$ cat src/rtl/q16_to_bcd.sv
// rtl/q16_to_bcd.sv - signed Q16.16 to sign-magnitude BCD converter (optional rounding via Q2D_ROUND_EN)
module q16_to_bcd #(
  parameter int WIDTH = 32,
  parameter int FBITS = 16,
  parameter int IDIG  = 5,
  parameter int FDIG  = 4
) (
  input  logic                clk,
  input  logic                rst,
  input  logic                start,
  input  logic [WIDTH-1:0]    val,
  input  logic                in_dbz,
  input  logic                in_ovf,
  output logic                busy,
  output logic                done,
  output logic                neg,
  output logic [4*IDIG-1:0]   int_bcd,
  output logic [4*FDIG-1:0]   frac_bcd,
  output logic [1:0]          err
);

  localparam int IBITS = WIDTH - FBITS;
  localparam int CW    = $clog2(IBITS + 1);
`ifdef Q2D_ROUND_EN
  // one extra guard digit below the displayed fraction digits
  localparam int FSTEPS = FDIG + 1;
`else
  localparam int FSTEPS = FDIG;
`endif
  localparam int FACC_W = 4 * FSTEPS;
  localparam int DW     = 4 * (IDIG + FDIG);
  localparam logic [CW-1:0]      LAST = CW'(IBITS - 1);
  localparam logic [FBITS+3:0]   TEN  = (FBITS + 4)'(10);

`ifdef Q2D_ROUND_EN
  typedef enum logic [1:0] {IDLE, CALC, ROUND, FIN} state_t;
`else
  typedef enum logic [1:0] {IDLE, CALC, FIN} state_t;
`endif

  state_t state, state_nxt;

  logic [CW-1:0]      i;
  logic               sgn;
  logic [1:0]         err_q;
  logic [IBITS-1:0]   int_sh;
  logic [FBITS-1:0]   frac;
  logic [4*IDIG-1:0]  int_acc;
  logic [FACC_W-1:0]  frac_acc;

  logic [WIDTH-1:0]   mag;
  logic [4*IDIG-1:0]  int_adj;
  logic [4*IDIG-1:0]  int_nxt;
  logic [FBITS+3:0]   frac_prod;
  logic [4*FDIG-1:0]  frac_disp;

  // two's-complement magnitude; the most negative value maps onto itself as unsigned
  assign mag       = val[WIDTH-1] ? (~val + 1'b1) : val;
  assign frac_prod = {4'd0, frac} * TEN;
  assign frac_disp = frac_acc[FACC_W-1 -: 4*FDIG];
  assign int_nxt   = {int_adj[4*IDIG-2:0], int_sh[IBITS-1]};

`ifdef Q2D_ROUND_EN
  assign busy = (state == CALC) || (state == ROUND);

  // increment a packed BCD number by one with full carry ripple
  function automatic logic [DW-1:0] bcd_inc(input logic [DW-1:0] d);
    logic [DW-1:0] r;
    logic          c;
    r = d;
    c = 1'b1;
    for (int k = 0; k < IDIG + FDIG; k++) begin
      if (c) begin
        if (r[4*k +: 4] == 4'd9) begin
          r[4*k +: 4] = 4'd0;
        end else begin
          r[4*k +: 4] = r[4*k +: 4] + 4'd1;
          c = 1'b0;
        end
      end
    end
    return r;
  endfunction
`else
  assign busy = (state == CALC);
`endif

  // double-dabble correction: add 3 to every integer nibble that is 5 or more
  always_comb begin
    int_adj = int_acc;
    for (int k = 0; k < IDIG; k++) begin
      if (int_acc[4*k +: 4] >= 4'd5) begin
        int_adj[4*k +: 4] = int_acc[4*k +: 4] + 4'd3;
      end
    end
  end

  // state register
  always_ff @(posedge clk) begin
    if (rst) begin
      state <= IDLE;
    end else begin
      state <= state_nxt;
    end
  end

  // next-state logic
  always_comb begin
    state_nxt = state;
    case (state)
      IDLE: begin
        if (start) begin
          state_nxt = (in_dbz || in_ovf) ? FIN : CALC;
        end
      end
      CALC: begin
        if (i == LAST) begin
`ifdef Q2D_ROUND_EN
          state_nxt = ROUND;
`else
          state_nxt = FIN;
`endif
        end
      end
`ifdef Q2D_ROUND_EN
      ROUND: state_nxt = FIN;
`endif
      FIN:     state_nxt = IDLE;
      default: state_nxt = IDLE;
    endcase
  end

  // datapath: operand capture, per-cycle integer and fraction iteration, output update
  always_ff @(posedge clk) begin
    if (rst) begin
      i        <= '0;
      sgn      <= 1'b0;
      err_q    <= 2'b00;
      int_sh   <= '0;
      frac     <= '0;
      int_acc  <= '0;
      frac_acc <= '0;
      done     <= 1'b0;
      neg      <= 1'b0;
      int_bcd  <= '0;
      frac_bcd <= '0;
      err      <= 2'b00;
    end else begin
      done <= 1'b0;
      case (state)
        IDLE: begin
          if (start) begin
            int_acc  <= '0;
            frac_acc <= '0;
            i        <= '0;
            if (in_dbz || in_ovf) begin
              err_q  <= in_dbz ? 2'b01 : 2'b10;
              sgn    <= 1'b0;
              int_sh <= '0;
              frac   <= '0;
            end else begin
              err_q  <= 2'b00;
              sgn    <= val[WIDTH-1];
              int_sh <= mag[WIDTH-1:FBITS];
              frac   <= mag[FBITS-1:0];
            end
          end
        end
        CALC: begin
          int_acc <= int_nxt;
          int_sh  <= {int_sh[IBITS-2:0], 1'b0};
          if (int'(i) < FSTEPS) begin
            frac_acc <= {frac_acc[FACC_W-5:0], frac_prod[FBITS+3:FBITS]};
            frac     <= frac_prod[FBITS-1:0];
          end
          i <= i + 1'b1;
        end
`ifdef Q2D_ROUND_EN
        ROUND: begin
          if (frac_acc[3:0] >= 4'd5) begin
            {int_acc, frac_acc[FACC_W-1:4]} <= bcd_inc({int_acc, frac_acc[FACC_W-1:4]});
          end
        end
`endif
        FIN: begin
          int_bcd  <= int_acc;
          frac_bcd <= frac_disp;
          err      <= err_q;
          neg      <= sgn && ((|int_acc) || (|frac_disp));
          done     <= 1'b1;
        end
        default: ;
      endcase
    end
  end

endmodule
$ cat config.mk
export PLATFORM = sky130hd
export DESIGN_NAME = q16_to_bcd
export DESIGN_NICKNAME = d
export VERILOG_FILES = /design/src/rtl/q16_to_bcd.sv
export SDC_FILE = /design/constraint.sdc
export NUM_CORES = 1
export LEC_CHECK = 0
export ABC_AREA = 1
export CORE_ASPECT_RATIO = 1.25
export CORE_MARGIN = 2
export CORE_UTILIZATION = 55
export DETAILED_ROUTE_END_ITERATION = 12
export HOLD_SLACK_MARGIN = 0.12
export PLACE_DENSITY = 0.78
export RECOVER_POWER = 50
export SLEW_MARGIN = 20
export SYNTH_ARGS = -nofsm -noshare
export SYNTH_HDL_FRONTEND = slang
export SYNTH_SLANG_ARGS = --single-unit
$ cat constraint.sdc
create_clock -name clk -period 5.4 [get_ports clk]
set_clock_uncertainty 0.05 [all_clocks]
set_input_delay 1.08 -clock clk [delete_from_list [all_inputs] [get_ports clk]]
set_output_delay 1.08 -clock clk [all_outputs]
set_load 0.1 [all_outputs]
* Word level (Yosys, flattened, before mapping) *
Index checks and enable logic that the tools add are counted.

storage, ports and cells
  memory bits (read-only) = 0
  memories kept = 0
  bits in writable memories = 0
  word-level logic and storage cells = 73
  bits in registers = 118
  bits in latches = 0
  input port bits = 37

cells by class
  multiply operators = 1
  reductions and logical operators = 11
  div/mod/pow operators = 0
  add/subtract/negate cells = 7
  bitwise gates (word level) = 1
  eq/ne operators = 6
  order comparisons = 6
  shifts and indexed selects = 0
  mux-type cells = 28

operators by type and width
  cell                                                                   count
  16-bit two-way mux                                                     7
  16-bit one-hot mux with 2 select lines                                 3
  20-bit one-hot mux with 2 select lines                                 1
  32-bit by 1-bit adder with 32-bit output, second input constant        1
  32-bit two-way mux                                                     1
  32-bit inverter                                                        1
  4-bit by 3-bit >= comparator with 1-bit output, second input constant  5
  20-bit two-way mux                                                     1
  20-bit OR reduction                                                    1
  16-bit by 3-bit multiplier with 19-bit output, second input constant   1
  4-bit by 2-bit adder with 4-bit output, second input constant          4
  4-bit two-way mux                                                      4
  16-bit OR reduction                                                    1
  2-bit two-way mux                                                      5
  5-bit one-hot mux with 2 select lines                                  1
  2-bit AND reduction                                                    3
  5-bit by 1-bit adder with 5-bit output, second input constant          1
  5-bit by 4-bit == test with 1-bit output, second input constant        1
  5-bit by 3-bit < comparator with 1-bit output, second input constant   1
  5-bit two-way mux                                                      1
  2-bit by 1-bit != test with 1-bit output, second input constant        2
  2-bit one-hot mux with 2 select lines                                  1
  3-bit by 2-bit adder with 3-bit output, second input constant          1
  3-bit two-way mux                                                      1
  9 further kinds                                                        11

* Logic depth before layout (Yosys ltp) *
Gate-level depths: netlist of run 1.

  depth in word-level cells = 6
  gate-level depth with buffers = 16
  depth with buffers taken out = 16

* Worst setup path after synthesis of run 1 *
No wires, ideal clock.

  path type = reg2out
  start = register state[0]
  end = output port busy
  cell stages (with the launch flop) = 4
  slack = 3.097 ns
  required time = 4.270 ns
  data arrival time = 1.173 ns
  path through = dfxtp_1 -> inv_2 -> nor2_4 -> buf_2

between the ends
  word-level cells in the longest chain between the ends = 1

ends and longest elaborated chain
  item                                      RTL line  text
  start: declaration                        41        state_t state, state_nxt;
  start signal: assignment                  103       state <= state_nxt;
  2-bit by 1-bit == test with 1-bit output  85        assign busy = (state == CALC);
  end: declaration                          14        output logic busy,

No other way between the ends.

* Final worst setup path of run 1 *
  start = register state[1]
  end = register frac_bcd[14]

between the ends
  word-level cells in the longest chain between the ends = 1

ends and longest elaborated chain
  item                    RTL line  text
  2-bit == test           150       case (state)
  end signal: assignment  187       frac_bcd <= frac_disp;
  end: declaration        18        output logic [4*FDIG-1:0] frac_bcd,

No other way between the ends.
A chain may end at the register's enable or synchronous reset.

==> results of run 1 <==
==> final timing paths <==
| check | start | endpoint | slack [ns] | cells past startpoint |
|---|---|---|---|---|
| max | state[1]$_SDFFE_PP0P_ | frac_bcd[14]$_SDFFE_PP0P_ | 1.66 | 6 |
| min | err_q[0]$_SDFFE_PP0P_ | err[0]$_SDFFE_PP0P_ | 0.40 | 2 |
| max reg2reg | state[1]$_SDFFE_PP0P_ | frac_bcd[14]$_SDFFE_PP0P_ | 1.66 | 6 |
| min reg2reg | err_q[0]$_SDFFE_PP0P_ | err[0]$_SDFFE_PP0P_ | 0.40 | 2 |
==> sequential cells by signal, summed over array words and instances (netlist names), 2 cells and up <==
signal / flops
state: 2
i: 5
int_acc: 20
err_q: 2
int_bcd: 20
frac_bcd: 16
int_sh: 16
frac_acc: 16
err: 2
frac: 16
==> power by group through the flow <==
stage	Sequential, uW	Combinational [uW]	Clock, uW
finish	937	507	1070
CTS	937	510	1080
floorplan	1120	216	0
global placement	954	504	0
detailed placement	955	507	0
global route	942	553	1120
==> stage by stage <==
| step | hold WS [ns] | instances | setup WS, ns | power, uW |
|---|---|---|---|---|
| floorplan | 0.380 | 961 | 3.10 | 1330 |
| global placement | 0.392 | 1166 | 2.39 | 1460 |
| detailed placement | 0.390 | 1166 | 2.37 | 1460 |
| CTS | 0.399 | 1197 | 2.04 | 2530 |
| global route | 0.421 | 1198 | 1.01 | 2620 |
| finish | 0.400 | 1198 | 1.66 | 2510 |
==> cell type report <==
| type | count | area, um2 | share of cell area |
|---|---|---|---|
| Timing Repair Buffer | 83 | 800 | 0.0999 |
| Antenna cell | 1 | 2.50 | 0.000313 |
| Inverter | 95 | 357 | 0.0445 |
| Clock buffer | 19 | 433 | 0.0541 |
| Multi-Input combinational cell | 709 | 3720 | 0.464 |
| Clock inverter | 12 | 133 | 0.0166 |
| Tap cell | 161 | 201 | 0.0252 |
| Sequential cell | 118 | 2360 | 0.295 |
==> kinds of logic (layout without fill, tap and decap cells) <==
group           after synthesis  count (layout)  share of synthesized area
buf+inv                     134             209                     0.0810
fa+ha+maj                    46              46                     0.0879
compound gates              252             252                      0.208
simple gates                408             408                      0.263
other cells                   0               1                          0
flops                       118             118                      0.356
xor+xnor                      3               3                    0.00396
==> Yosys cell counts (8+ instances only) <==
master      n  share of area
a22oi_1    13          0.015
a31oi_1    10         0.0094
dfxtp_1   118           0.36
buf_2      12         0.0091
inv_1      87          0.049
nand2_1   186           0.11
nand4_1    12          0.011
clkbuf_1   22          0.012
ha_1       45          0.085
a21oi_1   112          0.085
nand3_1    78          0.059
nor3_1      8         0.0060
o21ai_0    95          0.072
nor2_1    103          0.058
==> routing by layer <==
| metal | vias up | wire length, um | track usage |
|---|---|---|---|
| li1 | 3376 | - | - |
| met1 | 2948 | 7090 | 0.322 |
| met2 | 196 | 7800 | 0.443 |
| met3 | 31 | 808 | 0.0518 |
| met4 | 0 | 370 | 0.0863 |
| met5 | - | 0 | 0 |
==> worst max-delay path: cells and delay by family (launching register included) <==
family	cells	cell delay, ns
buffers and inverters	3	2.68
flip-flops	1	0.40
AND/OR/NAND/NOR	3	0.47
==> impl_metrics.yaml, run 1 <==
worst_setup_path:
  cpPeakStageDelay_ns: 1.50
  arrival_ns: 3.98
  worst_ep_required_time_ns: 5.64
  start_kind: "flip-flop"
  critical_path.slowest_cell: "clkbuf_1"
  crit_fanout: 61
  path_cells: "inv_2 -> nor2_4 -> clkbuf_1 -> clkinv_1 -> nor2_1 -> nor2_1"
  criticalPathCategory: "reg2reg"
  worstSetupEndpointType: "flip-flop"
  path_common_cell: "nor2_1"
clocking:
  cts_resized: 0
  postCtsSetupBuffers: 0
  cts.sinks: 118
  clock_path_buffers: 2
  cts_inserted_buffers: 17
  cts_tree: "done"
  htreeDepth: 4
  cts_root_buf: "clkbuf_16"
  cts-hold-fix-buffers: 0
  cts.clk_slew.worst_paths_ns: 0.05
  clock_latency_ns: 0.41
cells_and_area:
  synthToLayoutAreaGrowth_pct: 20.8
  drive_gt1_frac: 0.0444
  mostFrequentLayoutCell: "nand2_1"
  final_cell_mix: "nand2_1 (188), dfxtp_1 (118), a21oi_1 (112)"
  final_area_mm2: 0.00801
  post-route-util: 0.686
  n_fill_cell: 1069
  layout.nets: 1107
die:
  fp.dieH_um: 127
  core_mm2: 0.0117
  rows: 44
  die_w_um: 102
  dieArea_mm2: 0.0130
  ioPinCount: 78
  initial_core_util: 0.568
power_and_ir_drop:
  ir_drop_uv: 206
  power.switching_uw: 785
  p_int_uw: 1730
  swShare: 0.312
  combPwrFrac: 0.202
  power_leakage_uw: 0.00336
  clkPwrFrac: 0.425
  p_seq_frac: 0.373
  power.density_mw_per_mm2: 314
logic_synthesis:
  synthCells: 961
  avgSynthCellArea_um2: 6.90
  ys_warn_count: 0
  synthesis.nets: 1044
  async_reset_ff_frac: 0
  synth-edff-count: 0
  synth_ff_type: "dfxtp_1"
  ys_seq_area_frac: 0.356
  synth_seq_cells: 118
  synth_cell_type_count: 40
  syn_area_mm2: 0.00663
timing:
  clock.fmax_ghz: 0.267
  tightest_slew_ns: 2.11
  final-setup-viol-count: 0
  period_needed_ns: 3.74
  max-slew-margin-rel: -0.410
  period_share: 0.693
  maxSlewViolCount: 155
  hold_violations: 0
  rsz0062_at_grt: "false"
  fin_tns_setup_ns: 0
run:
  drv_cap: 3
detailed_routing:
  drt_first_pass_iters: 5
  vias: 6551
  wirelength_mm: 16.1
  antenna_left: 0
  post_drt_via_cell_ratio: 5.47
  drc: 0
  drt_iter0_markers: 385
  wl_per_cell_um: 13.4
outcome:
  violations: "capacitance limit, slew limit"
  status: "finished, violations left"
grt:
  grt_pass1_vias: 6046
  overflow: 0
  grt_max_degree: 66
  grt_use_total: 0.259
  grt_antenna_before_repair: 1
  grt_pass1_wl_mm: 27.4
placement:
  dp_hpwl_mm: 11.3
  routabilityCongestion: 0.914
  portBuffers: 77
  post_dp_cell_area_mm2: 0.00747
hold_path:
  min_path_type: "reg2reg"
(Power assumes the default switching activity.)
==> run 2: changes to the inputs <==
--- a/config.mk
+++ b/config.mk
@@ -8,10 +8,10 @@
 export ABC_AREA = 1
 export CORE_ASPECT_RATIO = 1.25
 export CORE_MARGIN = 2
-export CORE_UTILIZATION = 55
+export CORE_UTILIZATION = 51
 export DETAILED_ROUTE_END_ITERATION = 12
 export HOLD_SLACK_MARGIN = 0.12
-export PLACE_DENSITY = 0.78
+export PLACE_DENSITY = 0.76
 export RECOVER_POWER = 50
 export SLEW_MARGIN = 20
 export SYNTH_ARGS = -nofsm -noshare
==> constraint.sdc (replaced) <==
create_clock -name clk -period 3.3 [get_ports clk]
set_clock_uncertainty 0.05 [all_clocks]
set_input_delay 0.66 -clock clk [delete_from_list [all_inputs] [get_ports clk]]
set_output_delay 0.66 -clock clk [all_outputs]
set_load 0.1 [all_outputs]
==> run 2 against run 1 <==
Against the previous run: the run now ends clean; global-route usage decreased by 2.8 points; fmax grew 50%; clock power increased by 82%; via count decreased by 0.43%; worst hold slack improved by 0.012 ns; final area is 1.9% lower; worst setup slack worse by 0.85 ns; total power increased by 70%; highest routed layer unchanged.
==> impl_metrics.yaml, run 2 (same netlist as run 1, synthesis figures left out) <==
timing:
  final-setup-viol-count: 0
  fin_tns_setup_ns: 0
  max-slew-margin-rel: 0.184
  maxSlewViolCount: 0
  hold_violations: 0
  fin_hold_ws_ns: 0.412
  rsz0062_at_grt: "false"
  period_needed_ns: 2.49
  tightest_slew_ns: 1.23
  clock.fmax_ghz: 0.401
  period_share: 0.755
worst_setup_path:
  crit_fanout: 4
  start_kind: "flip-flop"
  arrival_ns: 2.79
  criticalPathCategory: "reg2reg"
  r2r_slack_ns: 0.81
  worst_ep_required_time_ns: 3.60
  cp-startpoint: "frac[1]$_SDFFE_PP0P_"
  reg2reg_from: "frac[1]$_SDFFE_PP0P_"
  worstSetupEndpointType: "flip-flop"
placement:
  post_dp_cell_area_mm2: 0.00738
  portBuffers: 77
  dpl.cell_count: 1174
  dp_hpwl_mm: 11.1
  routabilityCongestion: 0.909
clocking:
  clock_path_buffers: 2
  clock_latency_ns: 0.41
  cts_resized: 0
  cts_inserted_buffers: 17
  cts_tree: "done"
  cts.sinks: 118
  postCtsSetupBuffers: 0
  cts-hold-fix-buffers: 0
  cts_root_buf: "clkbuf_16"
  cts.clk_slew.worst_paths_ns: 0.06
  htreeDepth: 4
power_and_ir_drop:
  power.switching_uw: 1330
  ir_drop_uv: 292
  p_int_uw: 2950
  power_leakage_uw: 0.00334
  combPwrFrac: 0.185
  clkPwrFrac: 0.456
  swShare: 0.310
  p_seq_frac: 0.359
  power.density_mw_per_mm2: 544
cells_and_area:
  n_fill_cell: 1227
  final_area_mm2: 0.00786
  synthToLayoutAreaGrowth_pct: 18.5
  drive_gt1_frac: 0.0559
  final_cell_mix: "nand2_1 (187), dfxtp_1 (118), a21oi_1 (112)"
  largestRegisters: "int_acc x20, int_bcd x20"
  post-route-util: 0.618
  mostFrequentLayoutCell: "nand2_1"
  final-instance-count-excl-fill: 1207
  layout.nets: 1108
detailed_routing:
  antenna_left: 0
  vias: 6523
  post_drt_via_cell_ratio: 5.40
  drt_first_pass_iters: 5
  wirelength_mm: 16.2
  drt_iter0_markers: 382
  drc: 0
  wl_per_cell_um: 13.4
run:
  drv_cap: 0
grt:
  grt_max_degree: 65
  grt_use_total: 0.231
  overflow: 0
  grt_antenna_before_repair: 1
  grt_pass1_wl_mm: 26.6
  grt_pass1_vias: 5739
die:
  fp.dieH_um: 131
  rows: 46
  initial_core_util: 0.521
  die_w_um: 106
  ioPinCount: 78
  core_mm2: 0.0127
  dieArea_mm2: 0.0139
hold_path:
  hp-start: "int_sh[0]$_SDFFE_PP0P_"
  min_path_type: "reg2reg"
outcome:
  status: "completed"
-- run 2: stage by stage --
stage,total power (uW),setup WS (ns)
6_report,4270,0.807
5_1_grt,4430,0.619
4_1_cts,4320,0.859
3_5_place_dp,2380,0.732
3_3_place_gp,2370,0.748
2_1_floorplan,2180,1.19
-- run 2: power by group through the flow --
stage / Combinational [uW] / Clock, uW / Sequential [uW]
3_5_place_dp: 815 / 0 / 1560
2_1_floorplan: 353 / 0 / 1820
4_1_cts: 821 / 1970 / 1530
6_report: 790 / 1950 / 1530
3_3_place_gp: 809 / 0 / 1560
5_1_grt: 861 / 2030 / 1540
-- run 2: path summary, 6_finish.rpt --
kind,cells after the start,endpoint
min,2,int_sh[0]$_SDFFE_PP0P_
min reg2reg,2,int_sh[0]$_SDFFE_PP0P_
max reg2reg,15,frac[14]$_SDFFE_PP0P_
max,15,frac[14]$_SDFFE_PP0P_
-- run 2: area by class of cell --
class | instances | area, um2 | area share
multi-input cells | 709 | 3720 | 0.474
flip-flops and latches | 118 | 2360 | 0.301
well taps | 168 | 210 | 0.0268
clock inverters | 15 | 203 | 0.0258
clock buffers | 17 | 425 | 0.0541
inverters | 95 | 357 | 0.0454
repair buffers | 84 | 577 | 0.0734
diodes | 1 | 2.50 | 0.000318
-- run 2: metal layers --
metal / wire [um] / share of wire / vias to the layer above / track usage
met3: 818 / 0.051 / 25 / 0.0407
li1: - / - / 3371 / -
met4: 326 / 0.020 / 0 / 0.0797
met1: 7390 / 0.46 / 2952 / 0.302
met2: 7670 / 0.47 / 175 / 0.385
met5: 0 / 0 / - / 0
-- run 2: worst max-delay path, cell delays in order (launching register included) --
cell      delay [ns]
dfxtp_1         0.33
ha_1            0.28
ha_1            0.16
inv_1           0.05
fa_1            0.35
inv_1           0.11
nand3_1         0.07
nand2_1         0.14
inv_1           0.07
o21bai_1        0.22
nand2_1         0.14
nand3b_1        0.11
nand2_1         0.05
nor2_1          0.16
nor2_1          0.06
nor2_1          0.08
